$ cat src/rtl/spine_tile_switch.sv
// Spine-side tile switch: per-spine ingress FIFOs with round-robin egress to the NI,
// NI ingress unicast/broadcast to spines, overflow flags and a saturating drop counter.
module spine_tile_switch #(
  parameter int unsigned NUM_SPINES = 4,
  parameter int unsigned DWIDTH     = 16,
  parameter int unsigned ADDR_W     = 6,
  parameter int unsigned FIFO_DEPTH = 4,
  parameter int unsigned BCAST_EN   = 1
) (
  input  logic                         ACLK,
  input  logic                         ARESETn,
  input  logic [NUM_SPINES*DWIDTH-1:0] spine_in_data,
  input  logic [NUM_SPINES-1:0]        spine_in_valid,
  output logic [NUM_SPINES*DWIDTH-1:0] spine_out_data,
  output logic [NUM_SPINES-1:0]        spine_out_valid,
  output logic [DWIDTH-1:0]            local_out_data,
  output logic                         local_out_valid,
  input  logic                         local_out_ready,
  input  logic [DWIDTH-1:0]            local_in_data,
  input  logic                         local_in_valid,
  output logic                         local_in_ready,
  output logic [NUM_SPINES-1:0]        fifo_full,
  output logic [NUM_SPINES-1:0]        ovf_sticky,
  input  logic                         ovf_clr,
  output logic [7:0]                   drop_cnt
);

  localparam int unsigned SEL_W = (NUM_SPINES > 1) ? $clog2(NUM_SPINES) : 1;
  localparam int unsigned PTR_W = $clog2(FIFO_DEPTH);
  localparam int unsigned CNT_W = PTR_W + 1;
  localparam int unsigned INC_W = $clog2(NUM_SPINES + 2);
  localparam int unsigned SUM_W = 10;

  logic [DWIDTH-1:0]            mem_q [NUM_SPINES][FIFO_DEPTH];
  logic [DWIDTH-1:0]            mem_d [NUM_SPINES][FIFO_DEPTH];
  logic [PTR_W-1:0]             wr_ptr_q [NUM_SPINES];
  logic [PTR_W-1:0]             wr_ptr_d [NUM_SPINES];
  logic [PTR_W-1:0]             rd_ptr_q [NUM_SPINES];
  logic [PTR_W-1:0]             rd_ptr_d [NUM_SPINES];
  logic [CNT_W-1:0]             count_q  [NUM_SPINES];
  logic [CNT_W-1:0]             count_d  [NUM_SPINES];
  logic [NUM_SPINES-1:0]        full_q, full_d;
  logic [NUM_SPINES-1:0]        sticky_q, sticky_d;
  logic [SEL_W-1:0]             rr_ptr_q, rr_ptr_d;
  logic [DWIDTH-1:0]            out_data_q, out_data_d;
  logic                         out_valid_q, out_valid_d;
  logic [NUM_SPINES*DWIDTH-1:0] sp_data_q, sp_data_d;
  logic [NUM_SPINES-1:0]        sp_valid_q, sp_valid_d;
  logic                         in_ready_q, in_ready_d;
  logic [7:0]                   drop_cnt_q, drop_cnt_d;

  logic [NUM_SPINES-1:0]        req, pop, drop, push_ok;
  logic [2*NUM_SPINES-1:0]      req_rot;
  logic                         found, load_en;
  int unsigned                  win_off, win_idx;
  logic [ADDR_W-1:0]            dest;
  logic [SEL_W-1:0]             sel;
  logic                         xfer, bcast, sel_ok, bad_sel;
  logic [INC_W-1:0]             inc;
  logic [SUM_W-1:0]             sum;

  // Round-robin winner search starting at rr_ptr, plus egress register load
  always_comb begin
    for (int s = 0; s < NUM_SPINES; s++) req[s] = (count_q[s] != '0);
    req_rot = {req, req} >> rr_ptr_q;
    found   = 1'b0;
    win_off = 0;
    for (int i = 0; i < NUM_SPINES; i++) begin
      if (!found && req_rot[i]) begin
        found   = 1'b1;
        win_off = i;
      end
    end
    win_idx     = (32'(rr_ptr_q) + win_off) % NUM_SPINES;
    load_en     = !out_valid_q || local_out_ready;
    out_data_d  = out_data_q;
    out_valid_d = out_valid_q;
    rr_ptr_d    = rr_ptr_q;
    pop         = '0;
    if (load_en) begin
      out_valid_d = found;
      if (found) begin
        out_data_d = mem_q[SEL_W'(win_idx)][rd_ptr_q[SEL_W'(win_idx)]];
        rr_ptr_d   = SEL_W'((win_idx + 1) % NUM_SPINES);
        for (int s = 0; s < NUM_SPINES; s++) pop[s] = (win_idx == s);
      end
    end
  end

  // Ingress FIFOs: a push into a full FIFO survives only if that FIFO pops this cycle
  always_comb begin
    mem_d = mem_q;
    for (int s = 0; s < NUM_SPINES; s++) begin
      drop[s]     = spine_in_valid[s] && (count_q[s] == CNT_W'(FIFO_DEPTH)) && !pop[s];
      push_ok[s]  = spine_in_valid[s] && !drop[s];
      wr_ptr_d[s] = push_ok[s] ? wr_ptr_q[s] + PTR_W'(1) : wr_ptr_q[s];
      rd_ptr_d[s] = pop[s] ? rd_ptr_q[s] + PTR_W'(1) : rd_ptr_q[s];
      count_d[s]  = count_q[s] + CNT_W'(push_ok[s]) - CNT_W'(pop[s]);
      full_d[s]   = (count_d[s] == CNT_W'(FIFO_DEPTH));
      if (push_ok[s]) mem_d[s][wr_ptr_q[s]] = spine_in_data[s*DWIDTH +: DWIDTH];
    end
  end

  // NI ingress: unicast by low destination bits, broadcast on all-ones
  always_comb begin
    xfer       = local_in_valid && in_ready_q;
    dest       = local_in_data[DWIDTH-1 -: ADDR_W];
    sel        = dest[SEL_W-1:0];
    bcast      = (BCAST_EN != 0) && (dest == '1);
    sel_ok     = ({1'b0, sel} < (SEL_W+1)'(NUM_SPINES));
    bad_sel    = xfer && !bcast && !sel_ok;
    in_ready_d = 1'b1;
    sp_valid_d = '0;
    sp_data_d  = sp_data_q;
    if (xfer) begin
      for (int s = 0; s < NUM_SPINES; s++) begin
        if (bcast || (sel_ok && (SEL_W'(s) == sel))) begin
          sp_valid_d[s]                 = 1'b1;
          sp_data_d[s*DWIDTH +: DWIDTH] = local_in_data;
        end
      end
    end
  end

  // Overflow flags and saturating drop counter; clear wins over new drops
  always_comb begin
    inc = INC_W'(bad_sel);
    for (int s = 0; s < NUM_SPINES; s++) inc = inc + INC_W'(drop[s]);
    sum = SUM_W'(drop_cnt_q) + SUM_W'(inc);
    if (ovf_clr) begin
      drop_cnt_d = '0;
      sticky_d   = '0;
    end else begin
      drop_cnt_d = (sum > SUM_W'(255)) ? 8'hFF : sum[7:0];
      sticky_d   = sticky_q | drop;
    end
  end

  always_ff @(posedge ACLK or negedge ARESETn) begin
    if (!ARESETn) begin
      mem_q       <= '{default: '0};
      wr_ptr_q    <= '{default: '0};
      rd_ptr_q    <= '{default: '0};
      count_q     <= '{default: '0};
      full_q      <= '0;
      sticky_q    <= '0;
      rr_ptr_q    <= '0;
      out_data_q  <= '0;
      out_valid_q <= 1'b0;
      sp_data_q   <= '0;
      sp_valid_q  <= '0;
      in_ready_q  <= 1'b0;
      drop_cnt_q  <= '0;
    end else begin
      mem_q       <= mem_d;
      wr_ptr_q    <= wr_ptr_d;
      rd_ptr_q    <= rd_ptr_d;
      count_q     <= count_d;
      full_q      <= full_d;
      sticky_q    <= sticky_d;
      rr_ptr_q    <= rr_ptr_d;
      out_data_q  <= out_data_d;
      out_valid_q <= out_valid_d;
      sp_data_q   <= sp_data_d;
      sp_valid_q  <= sp_valid_d;
      in_ready_q  <= in_ready_d;
      drop_cnt_q  <= drop_cnt_d;
    end
  end

  assign spine_out_data  = sp_data_q;
  assign spine_out_valid = sp_valid_q;
  assign local_out_data  = out_data_q;
  assign local_out_valid = out_valid_q;
  assign local_in_ready  = in_ready_q;
  assign fifo_full       = full_q;
  assign ovf_sticky      = sticky_q;
  assign drop_cnt        = drop_cnt_q;

endmodule

$ cat config.mk
export PLATFORM = sky130hd
export DESIGN_NAME = spine_tile_switch
export DESIGN_NICKNAME = d
export VERILOG_FILES = /design/src/rtl/spine_tile_switch.sv
export SDC_FILE = /design/constraint.sdc
export NUM_CORES = 1
export LEC_CHECK = 0
export CORE_MARGIN = 5
export CORE_UTILIZATION = 45
export CTS_BUF_LIST = sky130_fd_sc_hd__clkbuf_8
export DETAILED_ROUTE_END_ITERATION = 10
export PLACE_DENSITY = 0.68
export SETUP_SLACK_MARGIN = 0.05
export SYNTH_ARGS = -nofsm -noshare
export SYNTH_HDL_FRONTEND = slang
export SYNTH_SLANG_ARGS = --single-unit
$ cat constraint.sdc
create_clock -name ACLK -period 4.4 [get_ports ACLK]
set_input_delay 0.88 -clock ACLK [delete_from_list [all_inputs] [get_ports ACLK]]
set_output_delay 0.88 -clock ACLK [all_outputs]
set_load 0.02 [all_outputs]
==> results.toml, run 1 <==
[run_status]
status = "finished, final reports clean"

[cts]
clkTransAtPathRegs_ps = 50
htree_levels = 3
clock_latency_ps = 620
cts_tree = "yes"
cts_made_buffers = 69
holdBufCountCts = 0
post_cts_buffers = 0
clock_path_buffers = 3
cts_sinks = 388
cts_root_buf = "clkbuf_8"

[sta]
setup_viol = 0
setup_tns_ps = 0
tightest_slew_ps = 1210
worst_hold_slack_ps = 345
slew_viol_final = 0
worst_slack_ps = 266
rsz0062_at_grt = "no"
finalCriticalPeriod_ps = 4130
clock_skew_ps = 28.2
relSlewSlack_pct = 19.1
fin_crit_sh_pct = 94.0
fmax_ghz = 0.242
finalHoldViolCount = 0

[synth]
ys_ff_latch = 388
yosysWarnings = 0
synth_top_area_share_pct = 52.5
synthTopCellsByArea = "dfrtp_1 52%, mux2_2 13%, mux4_2 7.8%"
yosysTopAreaCell = "dfrtp_1"
synth_common_cells = "388 x dfrtp_1, 219 x mux2_2, 132 x nand2_1"
synth_flop_cell = "dfrtp_1"
syn_avg_cell_area_um2 = 14.1
synth-edff-count = 0
netlist_instances = 1317
async_flop_share_pct = 100
syn_area_um2 = 18500
ys_types = 65
synth.yosys.seq_area_share_pct = 52.5
synth_most_common_cell = "dfrtp_1"
syn_nets = 1436

[critical_path]
crit_arrival_ps = 4650
critPathBufInv = 2
crit_path_frequent_cell = "xnor2_1"
worstSetupPathType = "reg2reg"
crit_required_ps = 4920
slowest_delay_ps = 450
cp_top_family = "adder cells"
endpoint_kind = "flop"
path_max_fanout = 23
startpoint_type = "flop"
path_cells = "or3_4, o311a_1, o21ai_1, ha_2, xor2_4, nand3_1, buf_4, a21oi_1, mux2i_1, ha_1, inv_1, fa_1, xnor2_1, xnor2_1, nor3b_1"
crit_path_top_delay_cell = "dfrtp_1"

[placement]
hpwl_um = 31300
pre_cts_slack_ps = 217
gp_congestion = 0.839
port_buffers = 190
placed_area_um2 = 21300

[pwr]
switching_share_pct = 37.0
power_density_nw_per_um2 = 818
peakVddDrop_v = 0.000649
power.share.clock_pct = 17.2
pwr-share-seq_pct = 34.0
comb_power_share_pct = 48.8
p_leak_nw = 9.79
p_switching_mw = 6.84
intPower_mw = 11.6

[routing]
post-route-drc-count = 0
drt_iter0_drc = 658
wl_um = 45700
wire_per_inst_um = 21.4
routed_via_density = 5.56
ant_nets = 0
vias = 11900
firstDrtPassIters = 5

[cells_and_area]
multiInputGateArea_um2 = 8390
diodes = 0
final_util_pct = 55.4
final_area_um2 = 22600
drive_above_1_share_pct = 34.8
syn_to_final_growth_pct = 22.0
fin_nets = 1680
seqCellArea_um2 = 9710
fill_cells = 3354

[global_routing]
grt_max_degree = 117
grt_antenna_before_repair = 2
grt_use_total_pct = 20.5
grt_pass1_vias = 12700
gr-total-overflow = 0
grt_pass1_wl_um = 72900

[die]
start_util_pct = 45.4
fp.dieH_um = 213
fp.dieW_um = 213
num_io_pins = 191
core_area_um2 = 40700
dieArea_um2 = 45300
rows = 74

[job]
cap_violations = 0

[worst_hold_path]
hp-class = "in2async"
[power groups by stage]
stage | Clock, mW | Sequential [mW] | Combinational (mW)
after detailed placement | 0 | 6.33 | 9.04
after CTS | 3.29 | 6.29 | 9.07
after floorplan | 0 | 6.10 | 6.23
final | 3.19 | 6.28 | 9.02
after global placement | 0 | 6.23 | 8.87
after global routing | 3.44 | 6.50 | 9.61
[logic make-up (layout without fill, tap and decap cells)]
family | after synthesis | in the layout | synth area share (%)
compound gates | 102 | 102 | 4.80
xor+xnor | 22 | 22 | 1.04
fa+ha+maj | 30 | 30 | 2.31
buf+inv | 104 | 393 | 2.72
flops | 388 | 388 | 52.5
mux | 389 | 389 | 28.8
other cells | 1 | 1 | 0.0203
simple gates | 281 | 281 | 7.80
[cell usage in the layout (no fill, tap or decap), drive strengths merged, types with 21 or more instances in the layout]
cell	netlist	layout
dfrtp	388	388
mux2	304	304
clkdlybuf4s50	0	189
nand2	133	133
clkbuf	44	82
mux4	64	64
buf	30	58
inv	30	53
nand4	32	32
nor2	28	28
ha	23	23
o311ai	21	21
mux2i	21	21
[layer usage]
| layer | part of all wire (%) | GRT usage [%] | vias up |
|---|---|---|---|
| li1 | - | - | 5336 |
| met5 | 0.088 | 0 | - |
| met3 | 7.7 | 6.99 | 90 |
| met2 | 47 | 32.1 | 342 |
| met1 | 43 | 27.4 | 6114 |
| met4 | 2.7 | 6.11 | 4 |
[timing repair]
action	CTS	global route
setup endpoints to repair	0	10
hold endpoints to repair	0	0
resized for setup	0	7
[cell type report]
type | count | share of cell area, %
sequential | 388 | 43.0
timing repair buffer | 247 | 10.6
clock buffer | 82 | 5.00
multi-input combinational | 825 | 37.2
clock inverter | 34 | 0.787
inverter | 30 | 0.499
tap | 532 | 2.95
[flip-flops by register name, summed over array words and instances (netlist names), 2 cells and up]
| name | count |
|---|---|
| spine_out_valid | 4 |
| ovf_sticky | 4 |
| fifo_full | 4 |
| spine_out_data | 64 |
| rd_ptr_q | 8 |
| local_out_data | 16 |
| rr_ptr_q | 2 |
| wr_ptr_q | 8 |
| mem_q | 256 |
| count_q | 12 |
| drop_cnt | 8 |
[metrics by stage]
| step | power (mW) | std cells |
|---|---|---|
| 2_1_floorplan | 12.3 | 1317 |
| 3_3_place_gp | 15.1 | 2022 |
| 3_5_place_dp | 15.4 | 2022 |
| 4_1_cts | 18.6 | 2138 |
| 5_1_grt | 19.6 | 2138 |
| 6_report | 18.5 | 2138 |
[path summary, 6_finish.rpt]
| kind | from | endpoint | slack [ps] | depth (start not counted) |
|---|---|---|---|---|
| worst max-delay path | count_q[4] | fifo_full[3] | 270 | 15 |
| worst min-delay path | ARESETn | mem_q[154] | 340 | 1 |
| worst max register to register | count_q[4] | fifo_full[3] | 270 | 15 |
| worst min register to register | spine_out_data[58] | spine_out_data[58] | 460 | 1 |
| max in group asynchronous | ARESETn | mem_q[253] | 3100 | 2 |
| min in group ACLK | spine_out_data[58] | spine_out_data[58] | 460 | 1 |
Note: power is estimated with default switching activity, not from simulation.
==> run 2, diff against run 1 <==
--- a/config.mk
+++ b/config.mk
@@ -7,7 +7,6 @@
 export LEC_CHECK = 0
 export CORE_MARGIN = 5
 export CORE_UTILIZATION = 45
-export CTS_BUF_LIST = sky130_fd_sc_hd__clkbuf_8
 export DETAILED_ROUTE_END_ITERATION = 10
 export PLACE_DENSITY = 0.68
 export SETUP_SLACK_MARGIN = 0.05
==> results.toml, run 2 (synthesized netlist as in run 1, its figures left out) <==
[cells_and_area]
layout_common_cells = "387 x dfrtp_1, 219 x mux2_2, 189 x clkdlybuf4s50_1"
syn_to_final_growth_pct = 23.2
top_register = "mem_q"
fin_nets = 1655
drive_above_1_share_pct = 34.2
final_common_cell = "dfrtp_1"
largest_reg_flops = 256
final_util_pct = 56.0
diodes = 0
final_cells = 2103

[critical_path]
worstSetupPathType = "reg2reg"
crit_required_ps = 4860
crit_arrival_ps = 4590
path_max_fanout = 23
r2r_slack_ps = 270
endpoint_kind = "flop"
startpoint_type = "flop"

[pwr]
peakVddDrop_v = 0.000610
total_power_mw = 19.1
power_density_nw_per_um2 = 839
p_leak_nw = 9.79

[die]
start_util_pct = 45.4
num_io_pins = 191
fp.dieH_um = 213
core_area_um2 = 40700
dieArea_um2 = 45300
fp.dieW_um = 213
rows = 74

[sta]
tightest_slew_ps = 1170
fin_crit_sh_pct = 93.9
fmax_ghz = 0.242
rsz0062_at_grt = "no"
setup_tns_ps = 0
relSlewSlack_pct = 21.6
setup_viol = 0
slew_viol_final = 0
finalCriticalPeriod_ps = 4130
clock_skew_ps = 18.4
finalHoldViolCount = 0

[cts]
clock_latency_ps = 570
clkTransAtPathRegs_ps = 60
htree_levels = 2
cts_sinks = 388
clock_path_buffers = 3
cts_tree = "yes"
cts_root_buf = "clkbuf_16"
holdBufCountCts = 0
cts_made_buffers = 44

[run_status]
status = "finished, final reports clean"

[global_routing]
grt_max_degree = 117
grt_pass1_vias = 12600
gr-total-overflow = 0
grt_pass1_wl_um = 73300
grt_use_total_pct = 20.6
grt_antenna_before_repair = 2

[routing]
wire_per_inst_um = 21.8
routed_via_density = 5.58
firstDrtPassIters = 5
drt_iter0_drc = 602
vias = 11700
wl_um = 45800
post-route-drc-count = 0
ant_nets = 0

[placement]
port_buffers = 190
gp_congestion = 0.839
dp.cells = 2022
hpwl_um = 31300

[worst_hold_path]
hp-class = "in2async"

[job]
cap_violations = 0
## run 2: changes by cell type in the layout (fill, tap and decap cells not counted), sizes merged
cell / change
bufinv: +5
clkbuf: -22
clkinv: +6
clkinvlp: -1
inv: -23
## run 2: path summary, 6_finish.rpt
check | start | to | cells past startpoint
worst max-delay path | count_q[4] | fifo_full[3] | 15
worst min-delay path | ARESETn | mem_q[154] | 1
worst max register to register | count_q[4] | fifo_full[3] | 15
worst min register to register | spine_out_data[58] | spine_out_data[58] | 1
max in group asynchronous | ARESETn | mem_q[43] | 2
min in group ACLK | spine_out_data[58] | spine_out_data[58] | 1
## run 2: per-stage QoR
| stage | hold slack [ps] | instance area [um^2] | setup WS (ps) |
|---|---|---|---|
| after detailed placement | 452 | 21300 | 217 |
| after global routing | 443 | 22800 | 74.8 |
| after CTS | 414 | 22800 | 194 |
| final | 376 | 22800 | 267 |
| after global placement | 450 | 21300 | 313 |
| after floorplan | 441 | 18500 | 71.4 |
## run 2: power breakdown
group          internal, mW  switching (mW)  total, mW
clock network          2.32            1.50       3.81
registers              5.19            1.10       6.29
logic                  4.76            4.27       9.03
total                  12.3            6.87       19.1
## run 2: critical path, cell delays in order (launching register included)
cell and delay, ps:
dfrtp_1 450, or3_4 440, o311a_1 290, o21ai_1 170
ha_2 310, xor2_4 200, nand3_1 130, buf_4 240
a21oi_1 370, mux2i_1 250, ha_1 180, inv_1 50
fa_1 370, xnor2_1 190, xnor2_1 160, nor3b_1 240
## run 2: repair_timing
action | CTS | global route
gates resized for setup | 0 | 8
setup endpoints to repair | 0 | 10
buffers inserted | 0 | 0
## run 2: final cells by class
cell class,count,area [um^2]
Timing Repair Buffer,247,2400
Inverter,30,113
Clock buffer,60,1260
Clock inverter,21,260
Multi-Input combinational cell,825,8400
Sequential cell,388,9710
Fill cell,3296,17900
Tap cell,532,666
## run 2: per-layer routing
layer	GRT usage, %	wire [um]	vias to the layer above
met5	0	40	-
met4	5.96	1030	4
met3	5.85	3090	60
met2	32.8	21800	286
met1	27.9	19900	6080
li1	-	-	5299
==> run 3, diff against run 2 <==
--- a/config.mk
+++ b/config.mk
@@ -9,6 +9,7 @@
 export CORE_UTILIZATION = 45
 export DETAILED_ROUTE_END_ITERATION = 10
 export PLACE_DENSITY = 0.68
+export REMOVE_ABC_BUFFERS = 1
 export SETUP_SLACK_MARGIN = 0.05
 export SYNTH_ARGS = -nofsm -noshare
 export SYNTH_HDL_FRONTEND = slang
==> results.toml, run 3 (synthesized netlist as in run 1, its figures left out) <==
[run_status]
status = "finished, final reports clean"

[critical_path]
startpoint_type = "flop"
crit_required_ps = 4870
crit_arrival_ps = 4640
cp_top_family = "adder cells"
path_max_fanout = 6
path_cells = "or3_4, o311a_1, o21ai_1, ha_2, xnor2_1, o21ai_1, nand3_2, and3_1, fa_1, inv_1, fa_1, inv_1, fa_2, nand4_1, buf_4, a21oi_2"
endpoint_kind = "flop"
r2r-start = "count_q[4]"
worstSetupPathType = "reg2reg"
slowest_delay_ps = 500
critPathBufInv = 3
crit_path_top_delay_cell = "fa_1"
crit_path_start = "count_q[4]"

[die]
core_area_um2 = 40700
rows = 74
fp.dieH_um = 213
fp.dieW_um = 213
num_io_pins = 191
dieArea_um2 = 45300
start_util_pct = 45.4

[global_routing]
grt_max_degree = 123
gr-total-overflow = 0
grt_antenna_before_repair = 3
grt_pass1_wl_um = 72400
grt_pass1_vias = 12700
grt_use_total_pct = 20.3

[sta]
finalHoldViolCount = 0
relSlewSlack_pct = 20.1
setup_viol = 0
tightest_slew_ps = 1190
fin_crit_sh_pct = 94.8
finalCriticalPeriod_ps = 4170
fmax_ghz = 0.240
worst_slack_ps = 229
setup_tns_ps = 0
slew_viol_final = 0
clock_skew_ps = 18.8

[routing]
drt_iter0_drc = 701
wl_um = 45500
routed_via_density = 5.63
post-route-drc-count = 0
wire_per_inst_um = 21.8
firstDrtPassIters = 5
ant_nets = 0
vias = 11800

[pwr]
comb_power_share_pct = 47.5
switching_share_pct = 35.9
p_leak_nw = 9.66
power_density_nw_per_um2 = 821
power.share.clock_pct = 18.6
peakVddDrop_v = 0.000492
p_switching_mw = 6.65
intPower_mw = 11.9
total_power_mw = 18.5
pwr-share-seq_pct = 33.9

[cells_and_area]
syn_to_final_growth_pct = 21.8
final_common_cell = "dfrtp_1"
fill_cells = 3352
layout_common_cells = "388 x dfrtp_1, 219 x mux2_2, 189 x clkdlybuf4s50_1"
fin_nets = 1647
top_register = "mem_q"
drive_above_1_share_pct = 33.5
diodes = 0
largest_reg_flops = 256

[placement]
port_buffers = 190
pre_cts_slack_ps = 24.9
hpwl_um = 30500
gp_congestion = 0.829

[cts]
cts_root_buf = "clkbuf_16"
cts_made_buffers = 43
clock_path_buffers = 3
clkTransAtPathRegs_ps = 60
cts_tree = "yes"
htree_levels = 2
clock_latency_ps = 560
cts_sinks = 388
holdBufCountCts = 0

[job]
cap_violations = 0

[worst_hold_path]
hp-class = "in2async"
==> run 3: power by group through the flow <==
stage          logic [mW]  registers, mW  clock network, mW
3_5_place_dp         8.82           6.31                  0
4_1_cts              8.85           6.27               3.53
6_report             8.80           6.27               3.44
2_1_floorplan        5.84           6.27                  0
3_3_place_gp         8.63           6.21                  0
5_1_grt              9.40           6.48               3.68
==> run 3: path summary, 6_finish.rpt <==
kind	slack, ps	to	cells past startpoint
worst min register to register	470	spine_out_data[26]	1
worst max register to register	230	drop_cnt[5]	16
worst max-delay path	230	drop_cnt[5]	16
min in group ACLK	470	spine_out_data[26]	1
max in group asynchronous	2970	mem_q[182]	2
worst min-delay path	300	mem_q[215]	1
==> run 3: stage by stage <==
| step | instances | hold slack, ps | utilization (%) | area, um^2 |
|---|---|---|---|---|
| 2_1_floorplan | 1243 | 441 | - | 18100 |
| 3_3_place_gp | 2014 | 454 | 51.9 | 21100 |
| 3_5_place_dp | 2014 | 454 | 51.9 | 21100 |
| 4_1_cts | 2087 | 326 | 55.2 | 22500 |
| 5_1_grt | 2088 | 342 | 55.3 | 22500 |
| 6_report | 2088 | 300 | 55.3 | 22500 |
==> run 3: timing repair <==
| action | 4_1_cts | 5_1_grt |
|---|---|---|
| pin swaps | 0 | 3 |
| hold endpoints to repair | 0 | 0 |
| setup buffers | 0 | 1 |
| endpoints found under the setup margin | 7 | 11 |
| resized for setup | 2 | 12 |
==> run 3: per-layer routing <==
layer  vias up  global-route usage (%)  share of wire (%)
li1       5252                       -                  -
met1      6071                    27.2                 42
met2       359                    32.2                 47
met3        77                    6.30                8.0
met4         6                    6.07                2.4
met5         -                       0               0.12
==> run 3: final cells by class <==
type | count | area [um^2] | area share, %
Clock buffer | 63 | 1240 | 5.51
Clock inverter | 10 | 100 | 0.444
Inverter | 30 | 113 | 0.499
Multi-Input combinational cell | 825 | 8400 | 37.2
Sequential cell | 388 | 9710 | 43.1
Tap cell | 532 | 666 | 2.95
Timing Repair Buffer | 240 | 2320 | 10.3
